**config.mk**
```make
export PLATFORM = sky130hd
export DESIGN_NAME = blend_pipe_flat
export DESIGN_NICKNAME = d
export VERILOG_FILES = /design/src/rtl/blend_pipe_if.sv /design/src/rtl/blend_pipe.sv /design/src/flat_wrapper.sv
export SDC_FILE = /design/constraint.sdc
export NUM_CORES = 1
export LEC_CHECK = 0
export ABC_AREA = 1
export CAP_MARGIN = 20
export CORE_ASPECT_RATIO = 0.8
export CORE_MARGIN = 3
export CORE_UTILIZATION = 30
export DETAILED_ROUTE_END_ITERATION = 8
export GPL_ROUTABILITY_DRIVEN = 0
export PLACE_DENSITY = 0.58
export SETUP_SLACK_MARGIN = 0.3
export SYNTH_ARGS = -nofsm -noshare
export SYNTH_HDL_FRONTEND = slang
export SYNTH_SLANG_ARGS = --single-unit
```
**constraint.sdc**
```tcl
create_clock -name clk -period 1.3 [get_ports clk]
set_input_delay 0.325 -clock clk [delete_from_list [all_inputs] [get_ports clk]]
set_output_delay 0.325 -clock clk [all_outputs]
set_load 0.005 [all_outputs]
```
**src/rtl/blend_pipe_if.sv**
```systemverilog
// blend_pipe_if: upstream beat, blend controls and downstream result handshake for blend_pipe.
// Revision 1.0
`default_nettype none

interface blend_pipe_if #(
  parameter int BG_W = 5,
  parameter int PX_W = 8
);
  logic            i_valid;
  logic            o_ready;
  logic [BG_W-1:0] i_bg_r;
  logic [BG_W-1:0] i_bg_g;
  logic [BG_W-1:0] i_bg_b;
  logic            i_bg_mask;
  logic [PX_W-1:0] i_px_r;
  logic [PX_W-1:0] i_px_g;
  logic [PX_W-1:0] i_px_b;
  logic            i_px_stp;
  logic            i_px_transparent;
  logic            i_semi_en;
  logic [1:0]      i_mode;
  logic            i_check_mask;
  logic            i_force_mask;
  logic            o_valid;
  logic            i_ready;
  logic [PX_W-1:0] o_r;
  logic [PX_W-1:0] o_g;
  logic [PX_W-1:0] o_b;
  logic            o_mask;
  logic            o_write;

  modport master (
    output i_valid, i_bg_r, i_bg_g, i_bg_b, i_bg_mask,
    output i_px_r, i_px_g, i_px_b, i_px_stp, i_px_transparent,
    output i_semi_en, i_mode, i_check_mask, i_force_mask, i_ready,
    input  o_ready, o_valid, o_r, o_g, o_b, o_mask, o_write
  );

  modport slave (
    input  i_valid, i_bg_r, i_bg_g, i_bg_b, i_bg_mask,
    input  i_px_r, i_px_g, i_px_b, i_px_stp, i_px_transparent,
    input  i_semi_en, i_mode, i_check_mask, i_force_mask, i_ready,
    output o_ready, o_valid, o_r, o_g, o_b, o_mask, o_write
  );
endinterface

`default_nettype wire

```
**src/rtl/blend_pipe.sv**
```systemverilog
// blend_pipe: two-stage semi-transparency blender (expand/raw sum, then clamp/select).
// Revision 1.0
`default_nettype none

module blend_pipe #(
  parameter int BG_W = 5,
  parameter int PX_W = 8
) (
  input  logic       clk,
  input  logic       i_nrst,
  blend_pipe_if.slave bus
);
  localparam int SW = PX_W + 2;

  logic            en;
  logic [BG_W-1:0] bg_in  [3];
  logic [PX_W-1:0] px_in  [3];
  logic [PX_W-1:0] bg_exp [3];

  logic            s1_valid;
  logic [SW-1:0]   s1_raw [3];
  logic [PX_W-1:0] s1_px  [3];
  logic            s1_blend;
  logic            s1_write;
  logic            s1_mask;

  logic            s2_valid;
  logic [PX_W-1:0] s2_px  [3];
  logic            s2_write;
  logic            s2_mask;

  function automatic logic [SW-1:0] blend_raw(input logic [PX_W-1:0] bge,
                                              input logic [PX_W-1:0] px,
                                              input logic [1:0]      mode);
    logic [SW-1:0] a;
    logic [SW-1:0] b;
    a = SW'(bge);
    b = SW'(px);
    case (mode)
      2'd0:    blend_raw = (a + b) >> 1;
      2'd1:    blend_raw = a + b;
      2'd2:    blend_raw = a - b;
      default: blend_raw = a + (b >> 2);
    endcase
  endfunction

  // Top bit is the sign of a wrapped subtraction; the next bit flags overflow past MAX.
  function automatic logic [PX_W-1:0] clamp(input logic [SW-1:0] v);
    if (v[SW-1])
      clamp = '0;
    else if (v[SW-2])
      clamp = '1;
    else
      clamp = v[PX_W-1:0];
  endfunction

  assign bg_in[0] = bus.i_bg_r;
  assign bg_in[1] = bus.i_bg_g;
  assign bg_in[2] = bus.i_bg_b;
  assign px_in[0] = bus.i_px_r;
  assign px_in[1] = bus.i_px_g;
  assign px_in[2] = bus.i_px_b;

  generate
    for (genvar c = 0; c < 3; c++) begin : g_chan
      if (PX_W > BG_W) begin : g_expand
        assign bg_exp[c] = {bg_in[c], bg_in[c][BG_W-1 -: PX_W-BG_W]};
      end else begin : g_same
        assign bg_exp[c] = bg_in[c];
      end
    end
  endgenerate

  assign en          = !s2_valid | bus.i_ready;
  assign bus.o_ready = en;

  always_ff @(posedge clk or negedge i_nrst) begin
    if (!i_nrst) begin
      s1_valid <= 1'b0;
      s1_blend <= 1'b0;
      s1_write <= 1'b0;
      s1_mask  <= 1'b0;
      s2_valid <= 1'b0;
      s2_write <= 1'b0;
      s2_mask  <= 1'b0;
      for (int c = 0; c < 3; c++) begin
        s1_raw[c] <= '0;
        s1_px[c]  <= '0;
        s2_px[c]  <= '0;
      end
    end else if (en) begin
      s1_valid <= bus.i_valid;
      s1_blend <= bus.i_semi_en & bus.i_px_stp;
      s1_write <= !(bus.i_px_transparent | (bus.i_check_mask & bus.i_bg_mask));
      s1_mask  <= bus.i_force_mask | bus.i_px_stp;
      s2_valid <= s1_valid;
      s2_write <= s1_write;
      s2_mask  <= s1_mask;
      for (int c = 0; c < 3; c++) begin
        s1_raw[c] <= blend_raw(bg_exp[c], px_in[c], bus.i_mode);
        s1_px[c]  <= px_in[c];
        s2_px[c]  <= s1_blend ? clamp(s1_raw[c]) : s1_px[c];
      end
    end
  end

  assign bus.o_valid = s2_valid;
  assign bus.o_r     = s2_px[0];
  assign bus.o_g     = s2_px[1];
  assign bus.o_b     = s2_px[2];
  assign bus.o_write = s2_write;
  assign bus.o_mask  = s2_mask;

endmodule

`default_nettype wire

```
**src/flat_wrapper.sv**
```systemverilog
// flat-port wrapper written by rule: the top's interface ports become plain ports
module blend_pipe_flat 
#(
  parameter int BG_W = 5,
  parameter int PX_W = 8
)
  (clk, i_nrst, bus_i_valid, bus_i_bg_r, bus_i_bg_g, bus_i_bg_b, bus_i_bg_mask, bus_i_px_r, bus_i_px_g, bus_i_px_b, bus_i_px_stp, bus_i_px_transparent, bus_i_semi_en, bus_i_mode, bus_i_check_mask, bus_i_force_mask, bus_i_ready, bus_o_ready, bus_o_valid, bus_o_r, bus_o_g, bus_o_b, bus_o_mask, bus_o_write);
  blend_pipe_if #(.BG_W(BG_W), .PX_W(PX_W)) bus_i ();
  input  logic clk;
  input  logic i_nrst;
  input wire logic [$bits(bus_i.i_valid)-1:0] bus_i_valid;
  input wire logic [$bits(bus_i.i_bg_r)-1:0] bus_i_bg_r;
  input wire logic [$bits(bus_i.i_bg_g)-1:0] bus_i_bg_g;
  input wire logic [$bits(bus_i.i_bg_b)-1:0] bus_i_bg_b;
  input wire logic [$bits(bus_i.i_bg_mask)-1:0] bus_i_bg_mask;
  input wire logic [$bits(bus_i.i_px_r)-1:0] bus_i_px_r;
  input wire logic [$bits(bus_i.i_px_g)-1:0] bus_i_px_g;
  input wire logic [$bits(bus_i.i_px_b)-1:0] bus_i_px_b;
  input wire logic [$bits(bus_i.i_px_stp)-1:0] bus_i_px_stp;
  input wire logic [$bits(bus_i.i_px_transparent)-1:0] bus_i_px_transparent;
  input wire logic [$bits(bus_i.i_semi_en)-1:0] bus_i_semi_en;
  input wire logic [$bits(bus_i.i_mode)-1:0] bus_i_mode;
  input wire logic [$bits(bus_i.i_check_mask)-1:0] bus_i_check_mask;
  input wire logic [$bits(bus_i.i_force_mask)-1:0] bus_i_force_mask;
  input wire logic [$bits(bus_i.i_ready)-1:0] bus_i_ready;
  output wire logic [$bits(bus_i.o_ready)-1:0] bus_o_ready;
  output wire logic [$bits(bus_i.o_valid)-1:0] bus_o_valid;
  output wire logic [$bits(bus_i.o_r)-1:0] bus_o_r;
  output wire logic [$bits(bus_i.o_g)-1:0] bus_o_g;
  output wire logic [$bits(bus_i.o_b)-1:0] bus_o_b;
  output wire logic [$bits(bus_i.o_mask)-1:0] bus_o_mask;
  output wire logic [$bits(bus_i.o_write)-1:0] bus_o_write;
  assign bus_i.i_valid = bus_i_valid;
  assign bus_i.i_bg_r = bus_i_bg_r;
  assign bus_i.i_bg_g = bus_i_bg_g;
  assign bus_i.i_bg_b = bus_i_bg_b;
  assign bus_i.i_bg_mask = bus_i_bg_mask;
  assign bus_i.i_px_r = bus_i_px_r;
  assign bus_i.i_px_g = bus_i_px_g;
  assign bus_i.i_px_b = bus_i_px_b;
  assign bus_i.i_px_stp = bus_i_px_stp;
  assign bus_i.i_px_transparent = bus_i_px_transparent;
  assign bus_i.i_semi_en = bus_i_semi_en;
  assign bus_i.i_mode = bus_i_mode;
  assign bus_i.i_check_mask = bus_i_check_mask;
  assign bus_i.i_force_mask = bus_i_force_mask;
  assign bus_i.i_ready = bus_i_ready;
  assign bus_o_ready = bus_i.o_ready;
  assign bus_o_valid = bus_i.o_valid;
  assign bus_o_r = bus_i.o_r;
  assign bus_o_g = bus_i.o_g;
  assign bus_o_b = bus_i.o_b;
  assign bus_o_mask = bus_i.o_mask;
  assign bus_o_write = bus_i.o_write;
  blend_pipe #(.BG_W(BG_W), .PX_W(PX_W)) u_core (.clk(clk), .i_nrst(i_nrst), .bus(bus_i));
endmodule
```
---- Yosys cells after proc, flatten, opt, wreduce, memory -nomap -nowiden ----
Cells that the tools add are included.
storage, ports and cells
  register bits after elaboration ......... 85
  bits of input ports ..................... 51
  output and inout bits ................... 28
  logic and storage cells ................. 47
operators by class
  add/subtract/negate cells ............... 9
  equality and inequality tests ........... 2
  multiplexer cells ....................... 12
  bitwise operators ....................... 5
  reductions and logical operators ........ 3
operators with widths
  cell                                                             count
  10-bit one-hot mux with 3 select lines                           3
  8-bit two-way mux                                                9
  8-bit by 6-bit adder with 9-bit output                           3
  8-bit by 8-bit adder with 9-bit output                           3
  8-bit by 8-bit subtractor with 9-bit output                      3
  1-bit bitwise OR                                                 3
  1-bit bitwise AND                                                2
  2-bit by 1-bit == test with 1-bit output, second input constant  1
  2-bit == test, second input constant                             1
  1-bit zero test                                                  2
  2-bit zero test                                                  1

---- Depth between registers and ports, before layout ----
Gate-level depths: netlist (run 1).
  word-level depth ........................ 3
  depth in mapped cells ................... 14
  gate-level depth less buffers ........... 14

---- Worst setup path after synthesis (run 1) ----
OpenSTA, ideal clock, no wires.
  path kind ............................... input -> register
  start point ............................. in bus_i_px_b[0]
  end point ............................... reg u_core.s1_raw[4] (netlist bit)
  setup time .............................. 116 ps
  arrival time ............................ 1542 ps
  data required time ...................... 1184 ps
  path slack .............................. -359 ps
  cell stages on the path ................. 14
  buffers on the path ..................... 0
  cell sequence ........................... ha_1 -> inv_1 -> fa_1 -> inv_1 -> nand2_1 -> nand2_1 -> nand2_1 -> xor2_1 -> nand2_1 -> nand2_1 -> inv_1 -> nand3_1 -> nand2_1 -> nand2_1
on the way
  longest elaborated chain between the ends .. 2
  elaborated cells between the ends (all ways) .. 3
  classes of those cells .................. 2 x add/sub; 1 x mux
ends and longest elaborated chain
  what                                                                                                   RTL line                                              source
  start: declaration                                                                                     flat_wrapper.sv:18                                    input wire logic [$bits(bus_i.i_px_b)-1:0] bus_i_px_b;
  8-bit by 8-bit subtractor with 9-bit output or 8-bit by 8-bit adder with 9-bit output (tied branches)  blend_pipe.sv:42, blend_pipe.sv:40, blend_pipe.sv:41
  10-bit one-hot mux with 3 select lines *                                                               blend_pipe.sv:39                                      case (mode)
  end signal: indexed assignment                                                                         blend_pipe.sv:100                                     s1_raw[c] <= blend_raw(bg_exp[c], px_in[c], bus.i_mode);
  end: declaration                                                                                       blend_pipe.sv:21                                      logic [SW-1:0] s1_raw [3];
Mark *: on every way between the ends. The rest lies on a longest branch, timed or not.
A chain may end at the register's enable or synchronous reset.

---- Worst setup path in the final report (run 1) ----
  start point ............................. in bus_i_bg_b[2]
  end point ............................... reg u_core.s1_raw[6] (netlist bit)
on the way
  longest elaborated chain between the ends .. 2
  elaborated cells between the ends (all ways) .. 4
  classes of those cells .................. 3 x add/sub; 1 x mux
ends and longest elaborated chain
  what                                                            RTL line            source
  start: declaration                                              flat_wrapper.sv:14  input wire logic [$bits(bus_i.i_bg_b)-1:0] bus_i_bg_b;
  8-bit by 6-bit adder with 9-bit output (tied with other cells)  blend_pipe.sv:43    default: blend_raw = a + (b >> 2);
  10-bit one-hot mux with 3 select lines *                        blend_pipe.sv:39
Marked as above.

==> results_tabular.tex, run 1 <==
\begin{tabular}{lr}
\hline
Metric & Value \\
\hline
\multicolumn{2}{l}{\textbf{Clock network}} \\
\quad H-tree depth reported by CTS & 3 \\
\quad Clock latency at the later pin of the worst-skew pair & $\sim$0.34 ns \\
\quad Clock tree buffer depth & 2 \\
\quad Cts bufs inserted & 9 \\
\quad CTS clock-pin slew for the worst setup and hold paths & approximately 0.070 ns \\
\quad Root Buffer Master & clkbuf\_16 \\
\quad \# hold bufs at CTS & 0 \\
\quad CTS sink count & between 80 and 90 \\
\quad TritonCTS clock tree & done \\
\multicolumn{2}{l}{\textbf{Critical path}} \\
\quad Data required time at the worst endpoint & 1.57 ns \\
\quad Buffering stage count on the worst path with inverters included & 5 \\
\quad Category of the most critical setup path & in -> reg \\
\quad Cells along the critical path & buf\_6, buf\_8, buf\_4, buf\_4, ha\_4, nand2\_1, inv\_1, nand4\_1, nand3\_2, nand2\_1, nand2\_1, nand2\_1, nand2\_1, nor2\_1, nor2\_1 \\
\quad Crit-path slowest cell & ha\_4 \\
\quad Type of element capturing the critical path & flip-flop \\
\quad Element type at the critical path start & input pin \\
\quad Critical Path Fanout Max & 4 \\
\quad Most prevalent standard cell on the critical path & nand2\_1 \\
\quad Critical path data arrival time & 1.84 ns \\
\quad Kind of cell with the highest combined delay on the critical path & simple AND/OR/NAND/NOR gates \\
\quad Worst reg2reg setup slack & -0.14 ns \\
\quad CP peak stage delay & 0.28 ns \\
\multicolumn{2}{l}{\textbf{Layout}} \\
\quad Footprint of the flip-flops and latches & about 2100 µm² \\
\quad Multi-input gate area in the final layout & 6010 µm² \\
\quad Number of diodes & 0 \\
\quad Fraction of final layout cells sized beyond drive strength 1 & 0.510 \\
\quad Layout Utilization & 0.549 \\
\quad Final standard cell count with taps included and fillers excluded & 1695 \\
\quad Area growth from synthesis to layout & 79.2\% \\
\quad Number of inserted filler cells in the final layout & 2115 \\
\quad Nets & 1507 \\
\multicolumn{2}{l}{\textbf{STA}} \\
\quad Minimum setup slack in the final design & -0.266 ns \\
\quad Worst Tran Pin Value & 0.496 ns \\
\quad Setup-violating endpoint count in the final report & 74 \\
\quad Clock tree skew after final layout & 0.00916 ns \\
\quad Max frequency & 0.638 GHz \\
\quad Worst slew margin relative to its limit & 0.669 \\
\quad Max Transition Viols Final & 0 \\
\quad Final critical-path required period & 1.57 ns \\
\quad Unrepaired setup endpoints after global routing & yes \\
\quad Portion of the clock cycle consumed by the worst path in the final layout & 1.20 \\
\quad Fin Hold WS & -0.0328 ns \\
\quad Final Hold Vio Count & 9 \\
\multicolumn{2}{l}{\textbf{Routing}} \\
\quad Wirelength per Cell & 16.1 µm \\
\quad DRT Wirelength & 27.2 mm \\
\quad Residual DRC & 0 \\
\quad Count of nets left with antenna violations after detail routing & 0 \\
\quad Via count & just over 8000 \\
\quad Via density & between 4 and 5 \\
\quad First-pass iteration count of the detailed router & 5 \\
\quad Starting DRT DRC Count & 557 \\
\multicolumn{2}{l}{\textbf{Placed design}} \\
\quad Estimated wirelength of the detail-placed design & roughly 19 mm \\
\quad \# port buffers & slightly below 80 \\
\quad Number of cells after detailed placement & 1581 \\
\quad Placement Setup Slack & -1.19 ns \\
\multicolumn{2}{l}{\textbf{Floorplan}} \\
\quad Die Outline Area & approximately 26000 µm² \\
\quad Number of core rows & 50 \\
\quad Initial core utilization & 0.306 \\
\quad Placeable core region & 23500 µm² \\
\quad Die outline height & 145 µm \\
\quad \# IOs & 79 \\
\quad Horizontal extent of the die & 179 µm \\
\multicolumn{2}{l}{\textbf{Yosys}} \\
\quad Primary flip-flop cell chosen by synthesis mapping & dfrtp\_1 \\
\quad Synthesized Nets & 1192 \\
\quad Fraction of registers with async set or reset after synthesis & 1.00 \\
\quad Compound-cell area share of the yosys netlist & 0.123 \\
\quad Seq/Total Area, Yosys & 0.295 \\
\quad Fraction of synthesized area in multiplexers & 0 \\
\quad Library cell with the highest instance count after synthesis & nand2\_1 \\
\quad Number of distinct library cells after synthesis & 39 \\
\quad Synth top area cells & dfrtp\_1, nand2\_1, ha\_1 \\
\quad Simple-Gate Fraction of Synth Area & 0.320 \\
\quad Instance count of the mapped netlist & 1063 \\
\quad Proportion of netlist area held by the largest area contributor & 0.295 \\
\quad Post-Synthesis Cell Area & 7200 µm² \\
\quad XOR/XNOR share of the synthesized area & 0.0158 \\
\quad Most numerous cell types in the synthesized netlist & nand2\_1, inv\_1, nand3\_1, nor2\_1, dfrtp\_1 \\
\quad Cell accounting for the most synthesized area & dfrtp\_1 \\
\quad EDFF count, synth & 0 \\
\quad Arithmetic-cell share of the synthesized area counting full adders, half adders and majority gates & 0.145 \\
\quad Mean post-synth cell area & about 6.8 µm² \\
\quad Yosys Warn Count & 0 \\
\quad Combinational family with the most area after synthesis & simple AND/OR/NAND/NOR gates \\
\quad Synthesis-stage register bit count & 85 \\
\multicolumn{2}{l}{\textbf{Global routing}} \\
\quad GRT Util Overall & 0.203 \\
\quad Largest net degree at the start of global routing & 86 \\
\quad Leftover overflow at the end of global routing & 0 \\
\quad First-pass GRT wire length & 41.7 mm \\
\quad Via count of the first global-routing pass & 7708 \\
\quad Initial antenna violation count & 0 \\
\multicolumn{2}{l}{\textbf{Pwr}} \\
\quad Sw Ratio & 0.364 \\
\quad Reported leakage power & 6.31 nW \\
\quad Power per unit of standard cell area & 959 nW/µm² \\
\quad Switching power & about 4.5 mW \\
\quad Comb pwr share & 0.486 \\
\quad Clock network fraction of total power & 0.232 \\
\quad Max IR drop VDD & 0.700 mV \\
\quad Sequential share of power & 0.282 \\
\quad Power Internal & 7.87 mW \\
\multicolumn{2}{l}{\textbf{Min path}} \\
\quad Class of the worst hold path & in -> async \\
\multicolumn{2}{l}{\textbf{Flow run}} \\
\quad Reported max-cap violation count & 0 \\
\multicolumn{2}{l}{\textbf{Status}} \\
\quad Violated checks & hold timing, setup timing \\
\quad Outcome & finished with violations \\
\hline
\end{tabular}
power by group through the flow:
stage,combinational (mW),clock (mW),sequential [mW]
floorplan,2.23,0,3.42
global placement,4.00,0,3.46
detailed placement,4.02,0,3.48
CTS,5.31,2.88,3.43
global route,6.51,3.03,3.54
finish,6.02,2.87,3.49
state kept, by name, summed over array words and instances (netlist names):
| signal | cells |
|---|---|
| u_core.bus.o_g | 8 |
| u_core.bus.o_write | 1 |
| u_core.bus.o_valid | 1 |
| u_core.bus.o_r | 8 |
| u_core.s1_valid | 1 |
| u_core.s1_write | 1 |
| u_core.s1_blend | 1 |
| u_core.bus.o_b | 8 |
| u_core.bus.o_mask | 1 |
| u_core.s1_mask | 1 |
| u_core.s1_raw | 30 |
| u_core.s1_px | 24 |
worst register-to-register path, cell delays in order (launching register included):
cell and delay, ns:
dfrtp_1 0.39, inv_2 0.07, nor2_4 0.04, buf_6 0.11, buf_12 0.12, buf_12 0.13
buf_6 0.11, buf_8 0.12, buf_16 0.14, nand2_2 0.04, o21ai_1 0.05
area by class of cell:
| cell class | count | share of cell area |
|---|---|---|
| Clock buffer | 9 | 0.0175 |
| Clock inverter | 7 | 0.00805 |
| Inverter | 134 | 0.0447 |
| Multi-Input combinational cell | 803 | 0.466 |
| Sequential cell | 85 | 0.165 |
| Tap cell | 312 | 0.0303 |
| Timing Repair Buffer | 345 | 0.269 |
routing by layer:
| metal | track usage | part of all wire | up-vias | routed length (µm) |
|---|---|---|---|---|
| met2 | 0.314 | 0.44 | 228 | 12000 |
| met1 | 0.309 | 0.50 | 3867 | 13500 |
| met4 | 0.0370 | 0.010 | 0 | 275 |
| met3 | 0.0218 | 0.052 | 20 | 1420 |
| li1 | - | - | 4098 | - |
| met5 | 0 | 0 | - | 0 |
cells in the final DEF (no fill, tap or decap), types with 7 or more instances in the layout:
master | Yosys | routed
buf_4 | 2 | 191
nand2_1 | 296 | 189
nor2_1 | 103 | 89
dfrtp_1 | 85 | 85
inv_1 | 124 | 84
nand2_2 | 1 | 80
nand3_1 | 112 | 67
nand3_2 | 0 | 42
o21ai_2 | 2 | 41
a21oi_1 | 64 | 41
ha_4 | 0 | 40
buf_6 | 4 | 40
inv_2 | 8 | 36
o21ai_1 | 14 | 35
buf_2 | 20 | 35
nand2_4 | 1 | 29
ha_1 | 69 | 25
nand4_1 | 23 | 23
a21oi_2 | 1 | 21
buf_12 | 0 | 21
buf_16 | 0 | 17
clkbuf_16 | 0 | 13
buf_8 | 0 | 11
inv_4 | 1 | 9
fa_2 | 0 | 9
dlygate4sd2_1 | 0 | 9
nor2_2 | 0 | 8
nor2_4 | 2 | 8
clkdlybuf4s50_1 | 0 | 7
clkdlybuf4s15_2 | 0 | 7
timing repair:
| action | CTS | global route |
|---|---|---|
| pin swaps | 121 | 71 |
| cloned | 15 | 4 |
| setup endpoints to repair | 113 | 113 |
| buffers inserted | 56 | 23 |
| gates resized for setup | 596 | 150 |
per-stage QoR:
stage                     total power, mW  cell area, µm²  hold WS (ns)  TNS (ns)
after global placement               7.46            9780         0.400    -46.59
after CTS                            11.6           12100        0.0307     -6.44
after global routing                 13.1           12900        0.0382    -12.06
final                                12.4           12900       -0.0328     -7.89
after floorplan                      5.65            7600        0.0294     -5.68
after detailed placement             7.50            9780         0.400    -47.17
kinds of logic (layout without fill, tap and decap cells):
family,after synthesis,count (layout)
flops,85,85
buf+inv,175,495
compound gates,164,164
fa+ha+maj,78,78
xor+xnor,13,13
simple gates,548,548
path summary, 6_finish.rpt:
kind                                     from  depth (start not counted)                end
max                             bus_i_bg_b[2]                         15   u_core.s1_raw[6]
min                                    i_nrst                          2  u_core.bus.o_b[3]
max reg2reg                u_core.bus.o_valid                         10  u_core.bus.o_b[6]
min reg2reg                  u_core.s1_raw[4]                          2   u_core.s1_raw[4]
max in group asynchronous              i_nrst                          2  u_core.s1_raw[14]
min in group clk                bus_i_px_r[1]                          4   u_core.s1_px[17]
No activity file was read; power rests on OpenSTA's default activity.
==> inputs of run 2 (changes only) <==
- SLEW_MARGIN: unset -> 0
==> results of run 2 <==
Same layout as run 1: the final DEF is identical, and so are final timing and power.
==> inputs of run 3 (changes only) <==
- CTS_BUF_LIST: unset -> sky130_fd_sc_hd__clkbuf_8 sky130_fd_sc_hd__clkbuf_16
==> results of run 3 <==
Same layout as run 1: the final DEF is identical, and so are final timing and power.
